<file path="src/rtl/elevator_ctrl.sv">
// elevator_ctrl: collective (SCAN) elevator car controller. Latches hall and car
// calls per floor, serves them with door dwell/hold and per-floor travel timing.

module elevator_floor_req (
  input  logic       clk,
  input  logic       reset_n,
  input  logic [2:0] i_set,   // {in, down, up}
  input  logic [2:0] i_clr,
  output logic [2:0] o_pend
);
  logic [2:0] r_pend;

  // Serving a floor beats a press landing on the same edge.
  always_ff @(posedge clk or negedge reset_n)
    if (!reset_n) r_pend <= '0;
    else          r_pend <= (r_pend | i_set) & ~i_clr;

  assign o_pend = r_pend;
endmodule

module elevator_ctrl #(
  parameter int FLOORS        = 4,
  parameter int POS_W         = 3,
  parameter int DOOR_CYCLES   = 2,
  parameter int TRAVEL_CYCLES = 1
) (
  input  logic              clk,
  input  logic              reset_n,
  input  logic [FLOORS-2:0] button_up,
  input  logic [FLOORS-2:0] button_down,
  input  logic [FLOORS-1:0] button_in,
  input  logic              door_hold,
  output logic [POS_W-1:0]  position,
  output logic              open,
  output logic [1:0]        direction,
  output logic [FLOORS-1:0] req_lamp
);
  typedef enum logic [1:0] {S_IDLE, S_MOVE, S_DOOR} state_t;

  localparam logic [1:0]        DIR_NONE = 2'b00;
  localparam logic [1:0]        DIR_UP   = 2'b01;
  localparam logic [1:0]        DIR_DN   = 2'b10;
  localparam logic [7:0]        DOOR_LD  = 8'(DOOR_CYCLES);
  localparam logic [7:0]        TRAV_LD  = 8'(TRAVEL_CYCLES);
  localparam logic [FLOORS-1:0] ONE      = 1;

  state_t           r_state, w_state_nx;
  logic [POS_W-1:0] r_pos, w_pos_nx;
  logic [1:0]       r_dir, w_dir_nx;
  logic             r_open, w_open_nx;
  logic [7:0]       r_cnt, w_cnt_nx;

  logic [FLOORS-1:0][2:0] w_set, w_clr, w_pq;
  logic [FLOORS-1:0] w_up, w_dn, w_in, w_pend;
  logic [FLOORS-1:0] w_bup, w_bdn;
  logic [FLOORS-1:0] w_clr_up, w_clr_dn, w_clr_in;
  logic [FLOORS-1:0] w_cons_up, w_cons_dn, w_cons_in;
  logic [FLOORS-1:0] w_here, w_nf_oh;
  logic [POS_W-1:0]  w_nf;
  logic w_door, w_cons_any, w_here_pend, w_above_here, w_below_here;
  logic w_ahead, w_behind, w_stop, w_door_up, w_door_dn;

  function automatic logic any_above(input logic [FLOORS-1:0] v, input logic [POS_W-1:0] f);
    logic r;
    r = 1'b0;
    for (int i = 0; i < FLOORS; i++) if (i > int'(f) && v[i]) r = 1'b1;
    return r;
  endfunction

  function automatic logic any_below(input logic [FLOORS-1:0] v, input logic [POS_W-1:0] f);
    logic r;
    r = 1'b0;
    for (int i = 0; i < FLOORS; i++) if (i < int'(f) && v[i]) r = 1'b1;
    return r;
  endfunction

  // Per-floor request latches
  assign w_bup = {1'b0, button_up};
  assign w_bdn = {button_down, 1'b0};

  generate
    for (genvar f = 0; f < FLOORS; f++) begin : g_floor
      assign w_set[f] = {button_in[f] & ~w_cons_in[f],
                         w_bdn[f]     & ~w_cons_dn[f],
                         w_bup[f]     & ~w_cons_up[f]};
      assign w_clr[f] = {w_clr_in[f], w_clr_dn[f], w_clr_up[f]};
      assign w_up[f]  = w_pq[f][0];
      assign w_dn[f]  = w_pq[f][1];
      assign w_in[f]  = w_pq[f][2];

      elevator_floor_req u_req (
        .clk     (clk),
        .reset_n (reset_n),
        .i_set   (w_set[f]),
        .i_clr   (w_clr[f]),
        .o_pend  (w_pq[f])
      );
    end
  endgenerate

  assign w_pend       = w_up | w_dn | w_in;
  assign w_here       = ONE << r_pos;
  assign w_here_pend  = |(w_pend & w_here);
  assign w_above_here = any_above(w_pend, r_pos);
  assign w_below_here = any_below(w_pend, r_pos);

  // Presses at the open floor that agree with travel are absorbed by the dwell.
  assign w_door     = (r_state == S_DOOR);
  assign w_cons_in  = {FLOORS{w_door}} & w_here & button_in;
  assign w_cons_up  = {FLOORS{w_door && r_dir != DIR_DN}} & w_here & w_bup;
  assign w_cons_dn  = {FLOORS{w_door && r_dir != DIR_UP}} & w_here & w_bdn;
  assign w_cons_any = |(w_cons_in | w_cons_up | w_cons_dn);

  // Arrival floor and stop decision for the current move step
  assign w_nf     = (r_dir == DIR_UP) ? r_pos + 1'b1 : r_pos - 1'b1;
  assign w_nf_oh  = ONE << w_nf;
  assign w_ahead  = (r_dir == DIR_UP) ? any_above(w_pend, w_nf) : any_below(w_pend, w_nf);
  assign w_behind = (r_dir == DIR_UP) ? any_below(w_pend, w_nf) : any_above(w_pend, w_nf);
  assign w_stop   = (|(w_nf_oh & (w_in | ((r_dir == DIR_UP) ? w_up : w_dn)))) | !w_ahead;

  // Door close: keep heading if work remains ahead, else fall back to idle rules.
  assign w_door_up = (r_dir == DIR_UP && w_above_here) ||
                     (!(r_dir == DIR_DN && w_below_here) && !w_here_pend && w_above_here);
  assign w_door_dn = !w_door_up &&
                     ((r_dir == DIR_DN && w_below_here) || (!w_here_pend && w_below_here));

  always_comb begin
    w_state_nx = r_state;
    w_pos_nx   = r_pos;
    w_dir_nx   = r_dir;
    w_open_nx  = r_open;
    w_cnt_nx   = r_cnt;
    w_clr_up   = '0;
    w_clr_dn   = '0;
    w_clr_in   = '0;
    case (r_state)
      S_IDLE: begin
        if (w_here_pend) begin
          w_state_nx = S_DOOR;
          w_open_nx  = 1'b1;
          w_dir_nx   = DIR_NONE;
          w_cnt_nx   = DOOR_LD;
          w_clr_up   = w_here;
          w_clr_dn   = w_here;
          w_clr_in   = w_here;
        end else if (w_above_here) begin
          w_state_nx = S_MOVE;
          w_dir_nx   = DIR_UP;
          w_cnt_nx   = TRAV_LD;
        end else if (w_below_here) begin
          w_state_nx = S_MOVE;
          w_dir_nx   = DIR_DN;
          w_cnt_nx   = TRAV_LD;
        end
      end
      S_MOVE: begin
        if (r_cnt > 8'd1) begin
          w_cnt_nx = r_cnt - 8'd1;
        end else begin
          w_pos_nx = w_nf;
          if (w_stop) begin
            w_state_nx = S_DOOR;
            w_open_nx  = 1'b1;
            w_cnt_nx   = DOOR_LD;
            w_clr_in   = w_nf_oh;
            if (r_dir == DIR_UP) w_clr_up = w_nf_oh;
            else                 w_clr_dn = w_nf_oh;
            if (!w_ahead) begin
              w_clr_up = w_nf_oh;
              w_clr_dn = w_nf_oh;
              w_dir_nx = !w_behind          ? DIR_NONE :
                         (r_dir == DIR_UP) ? DIR_DN : DIR_UP;
            end
          end else begin
            w_cnt_nx = TRAV_LD;
          end
        end
      end
      S_DOOR: begin
        if (door_hold || w_cons_any) begin
          w_cnt_nx = DOOR_LD;
        end else if (r_cnt > 8'd1) begin
          w_cnt_nx = r_cnt - 8'd1;
        end else begin
          w_open_nx = 1'b0;
          if (w_door_up) begin
            w_state_nx = S_MOVE;
            w_dir_nx   = DIR_UP;
            w_cnt_nx   = TRAV_LD;
          end else if (w_door_dn) begin
            w_state_nx = S_MOVE;
            w_dir_nx   = DIR_DN;
            w_cnt_nx   = TRAV_LD;
          end else begin
            w_state_nx = S_IDLE;
            w_dir_nx   = DIR_NONE;
            w_cnt_nx   = '0;
          end
        end
      end
      default: begin
        w_state_nx = S_IDLE;
        w_dir_nx   = DIR_NONE;
        w_open_nx  = 1'b0;
      end
    endcase
  end

  always_ff @(posedge clk or negedge reset_n) begin
    if (!reset_n) begin
      r_state <= S_IDLE;
      r_pos   <= '0;
      r_dir   <= DIR_NONE;
      r_open  <= 1'b0;
      r_cnt   <= '0;
    end else begin
      r_state <= w_state_nx;
      r_pos   <= w_pos_nx;
      r_dir   <= w_dir_nx;
      r_open  <= w_open_nx;
      r_cnt   <= w_cnt_nx;
    end
  end

  assign position  = r_pos;
  assign open      = r_open;
  assign direction = r_dir;
  assign req_lamp  = w_pend;
endmodule

</file>
<file path="config.mk">
export PLATFORM = sky130hd
export DESIGN_NAME = elevator_ctrl
export DESIGN_NICKNAME = d
export VERILOG_FILES = /design/src/rtl/elevator_ctrl.sv
export SDC_FILE = /design/constraint.sdc
export NUM_CORES = 1
export LEC_CHECK = 0
export CAP_MARGIN = 20
export CELL_PAD_IN_SITES_DETAIL_PLACEMENT = 0
export CELL_PAD_IN_SITES_GLOBAL_PLACEMENT = 1
export CORE_UTILIZATION = 45
export CTS_BUF_LIST = sky130_fd_sc_hd__clkbuf_4 sky130_fd_sc_hd__clkbuf_8
export CTS_CLUSTER_SIZE = 12
export DETAILED_ROUTE_END_ITERATION = 16
export GPL_ROUTABILITY_DRIVEN = 0
export PLACE_DENSITY = 0.92
export SLEW_MARGIN = 25
export SYNTH_ARGS = -nofsm -noshare
export SYNTH_HDL_FRONTEND = slang
export SYNTH_SLANG_ARGS = --single-unit
</file>
<file path="constraint.sdc">
create_clock -name clk -period 3.55 [get_ports clk]
set_input_delay 0.355 -clock clk [delete_from_list [all_inputs] [get_ports clk]]
set_output_delay 0.355 -clock clk [all_outputs]
set_load 0.005 [all_outputs]
</file>
# Yosys cells after proc, flatten, opt, wreduce, memory -nomap -nowiden
# Cells that the tools add are included.
[word_totals] reg_bits=28 latch_bits=0 mem_bits_rw=0 rom_bits=0 in_bits=13 output_inout_bits=10 elab_cells=199 memories=0
[classes] n_addsub=3 n_mul=0 n_div=0 n_lt_le_gt_ge=15 eq_ne=13 shifts=2 mux=71 n_bitwise=47 reduce_logical=39
[ops] op="$mux 4" n=12
[ops] op="$mux 8" n=6
[ops] op="$mux 2" n=20
[ops] op="$and 4x4->4" n=7
[ops] op="$mux 1" n=25
[ops] op="$pmux 4 s2" n=3
[ops] op="$pmux 8 s3" n=1
[ops] op="$logic_and 1x1->1" n=22
[ops] op="$or 4x4->4" n=5
[ops] op="$ne 2x2->1 const B" n=7
[ops] op="$and 3x3->3" n=4
[ops] op="$gt 2x3->1 const A" n=4
[ops] op="$lt 1x3->1 const A" n=4
[ops] op="$lt 2x3->1 const A" n=4
[ops] op="$not 3->3" n=4
[ops] op="$or 3x3->3" n=4
[ops] op="$pmux 2 s3" n=2
[ops] op="$reduce_or 4->1" n=3
[ops] op="$not 1->1" n=11
[ops] op="$and 1x1->1" n=10
[ops] op="$reduce_and 5->1" n=2
[ops] op="$gt 8x1->1 const B" n=1
[ops] op="$shl 1x3->4 const A" n=2
[ops] op="$sub 8x1->8 const B" n=1
[ops] op="other kinds (17)" n=26

# Logic depth before layout (Yosys ltp)
# Gate-level depths: netlist of the first run.
[logic_depth] ltp_word=19 mapped_depth=11 mapped_depth_nobuf=9

# By module
# From an unflattened synthesis of the first run, not the netlist that was laid out.
[hier_totals] hier_cells=268 hier_area_um2=2334.7
[modules_own_cells] mod="elevator_ctrl" instances=1 cells_each=244 area_each_um2=1914.3 seq_area_each_um2=400.4
[modules_own_cells] mod="elevator_floor_req" instances=4 cells_each=6 area_each_um2=105.1 seq_area_each_um2=75.1

# Least setup slack after synthesis of the first run
# Ideal clock, no wire load.
[synth_timing] kind="reg-to-reg" start="register r_pos[0] (netlist: position[0])" end="register g_floor[0].u_req.r_pend[0]" setup_time_ns=0.104 arrival_ns=2.610 required_time_ns=3.446 setup_slack_ns=0.837 stages_incl_launch_ff=12 path_buffers=2 synth_period_minus_slack_ns=2.713 cell_sequence="dfrtp_1 -> inv_2 -> ha_1 -> buf_4 -> and4bb_2 -> a31oi_2 -> or2_1 -> a21oi_4 -> o221ai_4 -> nor2b_1 -> buf_4 -> a221oi_1"
[synth_between] elab_chain_cells=16 elab_cells_between_ends=46 classes_between="add/sub (2); order compare (7); shift (2); mux (15); bitwise (10); reduce/logical (10)"
[synth_lines] item="from (decl)" line_no="48" rtl="logic [POS_W-1:0] r_pos, w_pos_nx;"
[synth_lines] item="from (signal assigned)" line_no="218" rtl="r_pos <= w_pos_nx;"
[synth_lines] item="$sub 3x1->3 or $add 3x1->3 (tied branches)" line_no="115" rtl="assign w_nf = (r_dir == DIR_UP) ? r_pos + 1'b1 : r_pos - 1'b1;"
[synth_lines] item="$mux 3" line_no="115"
[synth_lines] item="$lt 1x3->1" line_no="73" rtl="for (int i = 0; i < FLOORS; i++) if (i < int'(f) && v[i]) r = 1'b1;"
[synth_lines] item="$logic_and 1x1->1" line_no="73"
[synth_lines] item="$mux 1 (4 in a row)" line_no="73"
[synth_lines] item="$mux 1" line_no="117" rtl="assign w_ahead = (r_dir == DIR_UP) ? any_above(w_pend, w_nf) : any_below(w_pend, w_nf);"
[synth_lines] item="$logic_not 1->1"
[synth_lines] item="$or 1x1->1" line_no="119" rtl="assign w_stop = (|(w_nf_oh & (w_in | ((r_dir == DIR_UP) ? w_up : w_dn)))) | !w_ahead;"
[synth_lines] item="$mux 4" line_no="161" rtl="if (w_stop) begin"
[synth_lines] item="$mux 4" line_no="157" rtl="if (r_cnt > 8'd1) begin"
[synth_lines] item="$pmux 4 s2" line_no="136" rtl="case (r_state)"
[synth_lines] item="$not 3->3" line_no="16" rtl="else r_pend <= (r_pend | i_set) & ~i_clr;"
[synth_lines] item="$and 3x3->3 (*)" line_no="16"
[synth_lines] item="to (signal assigned)" line_no="16"
[synth_lines] item="to (decl)" line_no="11" rtl="logic [2:0] r_pend;"
# Mark *: on every way between the ends. The rest lies on a longest branch, timed or not.
# A chain may end at the register's enable or synchronous reset.

# Final worst setup path of the first run
# Same ends and word-level chain as after synthesis.

==> results of run 1 <==
==> stage by stage <==
| stage | power [mW] | cell area (um^2) | instances |
|---|---|---|---|
| 2_1_floorplan | 2.159 | 2395 | 281 |
| 3_3_place_gp | 2.630 | 2683 | 367 |
| 3_5_place_dp | 2.634 | 2683 | 367 |
| 4_1_cts | 2.831 | 2724 | 370 |
| 5_1_grt | 3.106 | 2724 | 370 |
| 6_report | 2.856 | 2724 | 370 |
==> layout make-up <==
class	instances	area (um^2)	share of cell area, %
Sequential cell	28	700.7	25.72
Tap cell	70	87.58	3.215
Clock buffer	3	41.29	1.516
Timing Repair Buffer	31	287.8	10.57
Multi-Input combinational cell	219	1535	56.36
Inverter	19	71.32	2.618
==> metal layers <==
metal / vias to the layer above / share of wire, % / global-route usage (%)
met5: - / 0 / 0
li1: 1068 / - / -
met4: 0 / 2.2 / 7.757
met3: 12 / 6.0 / 3.481
met1: 1075 / 48 / 35.93
met2: 82 / 44 / 37.74
==> cell families after synthesis <==
logic type | count (synthesis)
muxes | 6
adders and majority gates | 13
xor gates and xnor gates | 10
AOI/OAI and AO/OA | 83
buffers and inverters | 34
DFF | 28
and+or+nand+nor | 107
==> power by group <==
part           switching (mW)  internal (mW)  total (mW)
Combinational            1.22          0.859        2.07
Sequential              0.145          0.453       0.598
Clock                   0.107         0.0765       0.183
Total                    1.47           1.39        2.86
==> sequential cells by signal, summed over array words and instances, names as in the netlist <==
name and flops:
g_floor.u_req.o_pend 12, r_cnt 8, position 3, direction 2
r_state 2, open 1
==> worst paths after layout <==
| check | cells past startpoint | endpoint | slack [ns] |
|---|---|---|---|
| setup / recovery | 10 | g_floor[0].u_req.o_pend[0] | 0.42 |
| hold reg to reg | 2 | r_cnt[1] | 0.52 |
| setup reg to reg | 10 | g_floor[0].u_req.o_pend[0] | 0.42 |
| min in group clk | 2 | r_cnt[1] | 0.52 |
| hold / removal | 2 | position[0] | 0.45 |
| max in group asynchronous | 2 | g_floor[2].u_req.o_pend[0] | 2.82 |
==> worst max-delay path: cells and delay by family (launching register included) <==
family,cells,cell delay [ns]
buffers and inverters,2,0.35
AOI/OAI and AO/OA,5,1.13
and+or+nand+nor,2,0.46
adders and majority gates,1,0.51
DFF,1,0.56
==> synthesized netlist by cell type, types with 4 or more instances <==
cell type and n:
nor2b_1 5, a31oi_1 12, nand2_1 36, ha_1 13, buf_2 7, clkbuf_1 4, a22o_1 4, o21ai_0 10
nor3_1 4, or3_1 7, nand2b_1 5, and2_1 6, nor2_1 22, a221oi_1 5, nand3_1 8, xnor2_1 9
inv_1 18, dfrtp_1 28, a21o_1 7, a21oi_1 11
==> results.md, run 1 <==
* Commonest non-fill, non-tap cells in the layout: nand2_1, dfrtp_1, nor2_1, clkdlybuf4s50_1, inv_1
* Final core utilization at 53.33%
* Headroom to the max-slew limit at 48.18%
* Antenna violations before repair at 0
* Highest fanout seen on the critical path at 10
* Number of instances in the synthesized netlist at 281
* Net count reported at finish at 328
* Worst setup EP type: flip-flop
* Total core area at 0.005107 mm^2
* Peak supply drop at 0.4558 mV
* Die extent in x at 74.95 um
* Initial cell density of the core at 46.89%
* Routed vias at 2237
* Final max-slew violation count at 0
* Most common cell after layout, fill and taps aside: nand2_1
* Arrival @ worst endpoint at 3.31 ns
* Simple-gate share of the synthesized area at 23.04%
* Share of flip-flops with an asynchronous set or reset after synthesis at 100.0%
* Worst-case clock skew at 0.003496 ns
* Flop and latch count out of synthesis at 28
* Setup slack after layout at 0.4168 ns
* Count of standard-cell rows at 26
* DP Wirelength at 4.782 mm
* Fraction of the mapped netlist area in compound gates at 27.74%
* Average vias per placed instance at 6.046
* EDFF count, synth at 0
* Finish-stage setup viols at 0
* Source-to-sink clock delay at the later pin of the worst-skew pair at 0.28 ns
* Total power divided by cell area at 1049 mW/mm^2
* Share of synthesized area occupied by flip-flops and latches at 29.26%
* Global routing usage summed across all routing layers at 24.70%
* Endpoints failing hold at 0
* Total nets after synthesis at 307
* Max Freq at 0.3192 GHz
* Port Buffer Count at 22
* Dominant combinational cell family by area after synthesis: compound AO/OA/AOI/OAI gates
* Area growth, synth to finish at 13.74%
* # clock sinks at 28
* Cts hold-fix bufs at 0
* Hold Crit Class: input port to asynchronous set/reset pin
* Kind of start point of the critical path: flip-flop
* Drt wl/cell at 17.37 um
* Area contributors post-synth: dfrtp_1, ha_1, nand2_1, nor2_1, xnor2_1
* Count of fill cells added during filler insertion at 476
* Number of distinct library cell variants in the gate-level netlist after synthesis at 62
* Worst Path Required at 3.73 ns
* Final period utilization at 88.26%
* Maximum cell stage delay along the critical path at 0.56 ns
* Largest net degree at the start of global routing at 29
* Initial DRT Pass Iterations at 5
* Biggest area consumer among synthesized cells: dfrtp_1
* TNS Setup at 0 ns
* Layout cell share with drive strength beyond 1 at 9.667%
* Primary FF master, synth: dfrtp_1
* Library cell contributing the largest single delay on the critical path: dfrtp_1
* Share of synthesized cell area in full adder, half adder and majority cells at 6.792%
* Global-route wire length before repair at 10.45 mm
* CTS resizes at 0
* Post-CTS repair timing setup buffer count at 0
* Worst setup slack before clock tree synthesis at 0.4785 ns
* Number of global-route vias before repair at 2064
* Least-Margin Pin Slew at 0.7774 ns
* Source of the worst register-to-register timing path: position[0]
* Yosys warning total at 0
* MaxCap Viol Count at 0
* H-tree levels at 1
* Maximum count of clock buffers along a single path at 2
* Lkg Pwr at 1.089 nW
* Worst setup path class: flip-flop to flip-flop
* Cell breakdown of the critical path: inv_2, ha_1, and4bb_2, a31oi_2, o21a_1, o21a_2, o221ai_4, nor2b_1, buf_4, a221oi_1
* Antenna-violating nets left at 0
* Unrepaired setup endpoints after global routing: false
* Final wirelength at 6.427 mm
* Minimum clock period after layout at 3.133 ns
* TritonCTS clock tree: yes
* Iteration-0 DRC Markers at 238
* IO Count at 23
* Synth Area per Inst at 8.522 um^2
* Run status: complete, no violations
* Xor and xnor fraction of the mapped netlist area at 3.657%
* Clock input transition at the sequential cells of the worst setup and hold paths at 0.10 ns
* Remaining Overflow, GRT at 0
* # DRC at 0
* Share of Yosys cell area claimed by the top area cell type at 29.26%
* Number of buffers inserted during clock tree synthesis at 3
* Netlist Area Pre-Place at 0.002395 mm^2
* Ant. Diodes at 0
* Full die area at 0.005618 mm^2
* Die boundary height at 74.95 um
* Worst hold margin at 0.4536 ns
* Source of the critical timing path: position[0]
* Master cell of the clock root buffer: clkbuf_8
* Mux share of post-synthesis cell area at 2.874%
Power figures use the tool's default switching activity.
==> inputs of run 2 (changes only) <==
Settings changed: CORE_UTILIZATION 45 to 50, DONT_BUFFER_PORTS set to 1, RECOVER_POWER set to 50, REMOVE_ABC_BUFFERS set to 1.
==> results.md, run 2 (synthesis results as in run 1) <==
* Lkg Pwr at 1.010 nW (-7.3%)
* Initial DRT Pass Iterations at 11 (+6)
* Iteration-0 DRC Markers at 188 (-21%)
* Die boundary height at 71.21 um (-5.0%)
* Clock input transition at the sequential cells of the worst setup and hold paths at 0.10 ns (about the same)
* Hold Crit Class: input port to flip-flop
* Final max-slew violation count at 29 (+29)
* Kind of start point of the critical path: flip-flop
* Remaining Overflow, GRT at 0 (unchanged)
* Minimum clock period after layout at 3.153 ns (+0.02011 ns)
* Total core area at 0.004474 mm^2 (-12%)
* Relative contribution of combinational cells to total power at 71.6% (-1.1 points)
* Antenna violations before repair at 0 (unchanged)
* Internal power of the cells at 1.351 mW (-2.7%)
* H-tree levels at 1 (unchanged)
* Max FFs per register at 12 (unchanged)
* Count of cells along the worst register-to-register path at 10 (unchanged)
* Sequential share of power at 20.9% (about the same)
* Global-route wire length before repair at 10.27 mm (-1.6%)
* Maximum count of clock buffers along a single path at 2 (unchanged)
* IO Count at 23 (unchanged)
* Most common cell after layout, fill and taps aside: nand2_1
* Average vias per placed instance at 6.425 (+6.3%)
* Antenna-violating nets left at 0 (unchanged)
* Max Freq at 0.3171 GHz (-0.64%)
* Worst hold path depth at 2
* Layout cell share with drive strength beyond 1 at 10.36% (+0.69 points)
* Commonest non-fill, non-tap cells in the layout: nand2_1, dfrtp_1, nor2_1
* Area growth, synth to finish at 4.441%
* Failing checks: design-rule violations, max-capacitance violations, max-slew violations
* Worst setup path class: flip-flop to flip-flop
* Ant. Diodes at 0 (unchanged)
* Switching share of total power at 51.87% (+0.49 points)
* Number of global-route vias before repair at 2100 (+1.7%)
* Master cell of the clock root buffer: clkbuf_8
* Largest net degree at the start of global routing at 29 (unchanged)
* Final period utilization at 88.83% (+0.57 points)
* Die extent in x at 71.21 um (-5.0%)
* Drt wl/cell at 18.56 um (+6.8%)
* Source-to-sink clock delay at the later pin of the worst-skew pair at 0.29 ns (about the same)
* Unrepaired setup endpoints after global routing: false
* Total power divided by cell area at 1123 mW/mm^2 (+7.1%)
* Clock Power Share at 7.5% (+1.1 points)
* Run status: finished, violations left
* TNS Setup at 0 ns (unchanged)
* Headroom to the max-slew limit at -6.579% (-55 points)
* Worst hold margin at 0.2682 ns (-0.1854 ns)
* Global routing usage summed across all routing layers at 26.07% (+1.4 points)
* Worst-case clock skew at 0.005728 ns (+0.002232 ns)
* # DRC at 1 (+1)
* Post-CTS repair timing setup buffer count at 0 (unchanged)
* Initial cell density of the core at 53.52% (+6.6 points)
* DP Wirelength at 4.565 mm (-4.5%)
* # clock sinks at 28 (unchanged)
* Finish-stage setup viols at 0 (unchanged)
* Full die area at 0.005070 mm^2 (-9.7%)
* Number of buffers inserted during clock tree synthesis at 3 (unchanged)
* Highest fanout seen on the critical path at 10 (unchanged)
* Final wirelength at 6.161 mm (-4.1%)
* Least-Margin Pin Slew at 1.599 ns (+0.8213 ns)
* Arrival @ worst endpoint at 3.34 ns (+0.03 ns)
* Peak supply drop at 0.4722 mV (+3.6%)
* Count of standard-cell rows at 24 (-7.7%)
* Worst setup EP type: flip-flop
* TritonCTS clock tree: yes
* Routed vias at 2133 (-4.6%)
* MaxCap Viol Count at 1 (+1)
* Power spent charging and discharging nets at 1.456 mW (-0.76%)
* Port Buffer Count at 0 (-100%)
* Final core utilization at 55.90% (+2.6 points)
* CTS resizes at 0 (unchanged)
* Worst Path Required at 3.73 ns (about the same)
* Endpoints failing hold at 0 (unchanged)
* Net count reported at finish at 307 (-6.4%)
-- run 2: changes by cell type in the layout (fill, tap and decap cells not counted) --
| cell | before | now |
|---|---|---|
| clkdlybuf4s50_1 | 22 | 0 |
| dlygate4sd3_1 | 0 | 1 |
| buf_4 | 9 | 8 |
| clkbuf_1 | 0 | 1 |
| clkbuf_8 | 3 | 4 |
-- run 2: what timing repair did --
item | CTS | global route
hold buffers | 2 | 0
endpoints found under the hold margin | 28 | 0
setup endpoints to repair | 0 | 0
-- run 2: worst max-delay path, stage by stage (launching register included) --
cell	delay, ns
dfrtp_1	0.54
inv_1	0.17
ha_1	0.49
and4bb_2	0.29
a31oi_2	0.32
o21a_1	0.20
o21a_2	0.20
o221ai_4	0.15
nor2b_1	0.19
buf_4	0.18
a221oi_1	0.31
-- run 2: final timing paths --
kind / endpoint / slack [ns] / startpoint
max: g_floor[0].u_req.o_pend[2] / 0.40 / position[1]
max reg2reg: g_floor[0].u_req.o_pend[2] / 0.40 / position[1]
min: g_floor[0].u_req.o_pend[0] / 0.27 / button_up[0]
min reg2reg: g_floor[3].u_req.o_pend[0] / 0.53 / g_floor[3].u_req.o_pend[0]
min in group asynchronous: position[1] / 0.99 / reset_n
max in group asynchronous: r_cnt[7] / 1.63 / reset_n
-- run 2: layer usage --
| metal | track usage, % | routed length [um] | share of wire (%) |
|---|---|---|---|
| met1 | 37.16 | 2866 | 47 |
| met2 | 41.16 | 2792 | 45 |
| met3 | 4.131 | 445 | 7.2 |
| met4 | 6.889 | 57 | 0.93 |
| met5 | 0 | 0 | 0 |
-- run 2: stage by stage --
stage               cells  instance area [um^2]  worst slack (ns)  power [mW]
finish                332                  2501            0.3967       2.808
global route          332                  2501            0.1666       3.042
CTS                   332                  2517            0.4144       2.783
detailed placement    326                  2432            0.4454       2.557
global placement      326                  2432            0.6244       2.553
floorplan             266                  2307            0.5048       2.093
-- run 2: area by class of cell --
| class | count | area [um^2] |
|---|---|---|
| sequential | 28 | 700.7 |
| clock buffer | 4 | 55.05 |
| timing repair buffer | 10 | 73.82 |
| tap | 52 | 65.06 |
| multi-input combinational | 219 | 1535 |
| inverter | 19 | 71.32 |
| fill | 419 | 1973 |
-- run 2: power by group through the flow --
stage	logic [mW]	clock network, mW	registers, mW
4_1_cts	1.98	0.212	0.586
6_report	2.01	0.210	0.587
2_1_floorplan	1.49	0	0.602
3_3_place_gp	1.96	0	0.589
5_1_grt	2.21	0.223	0.607
3_5_place_dp	1.97	0	0.590
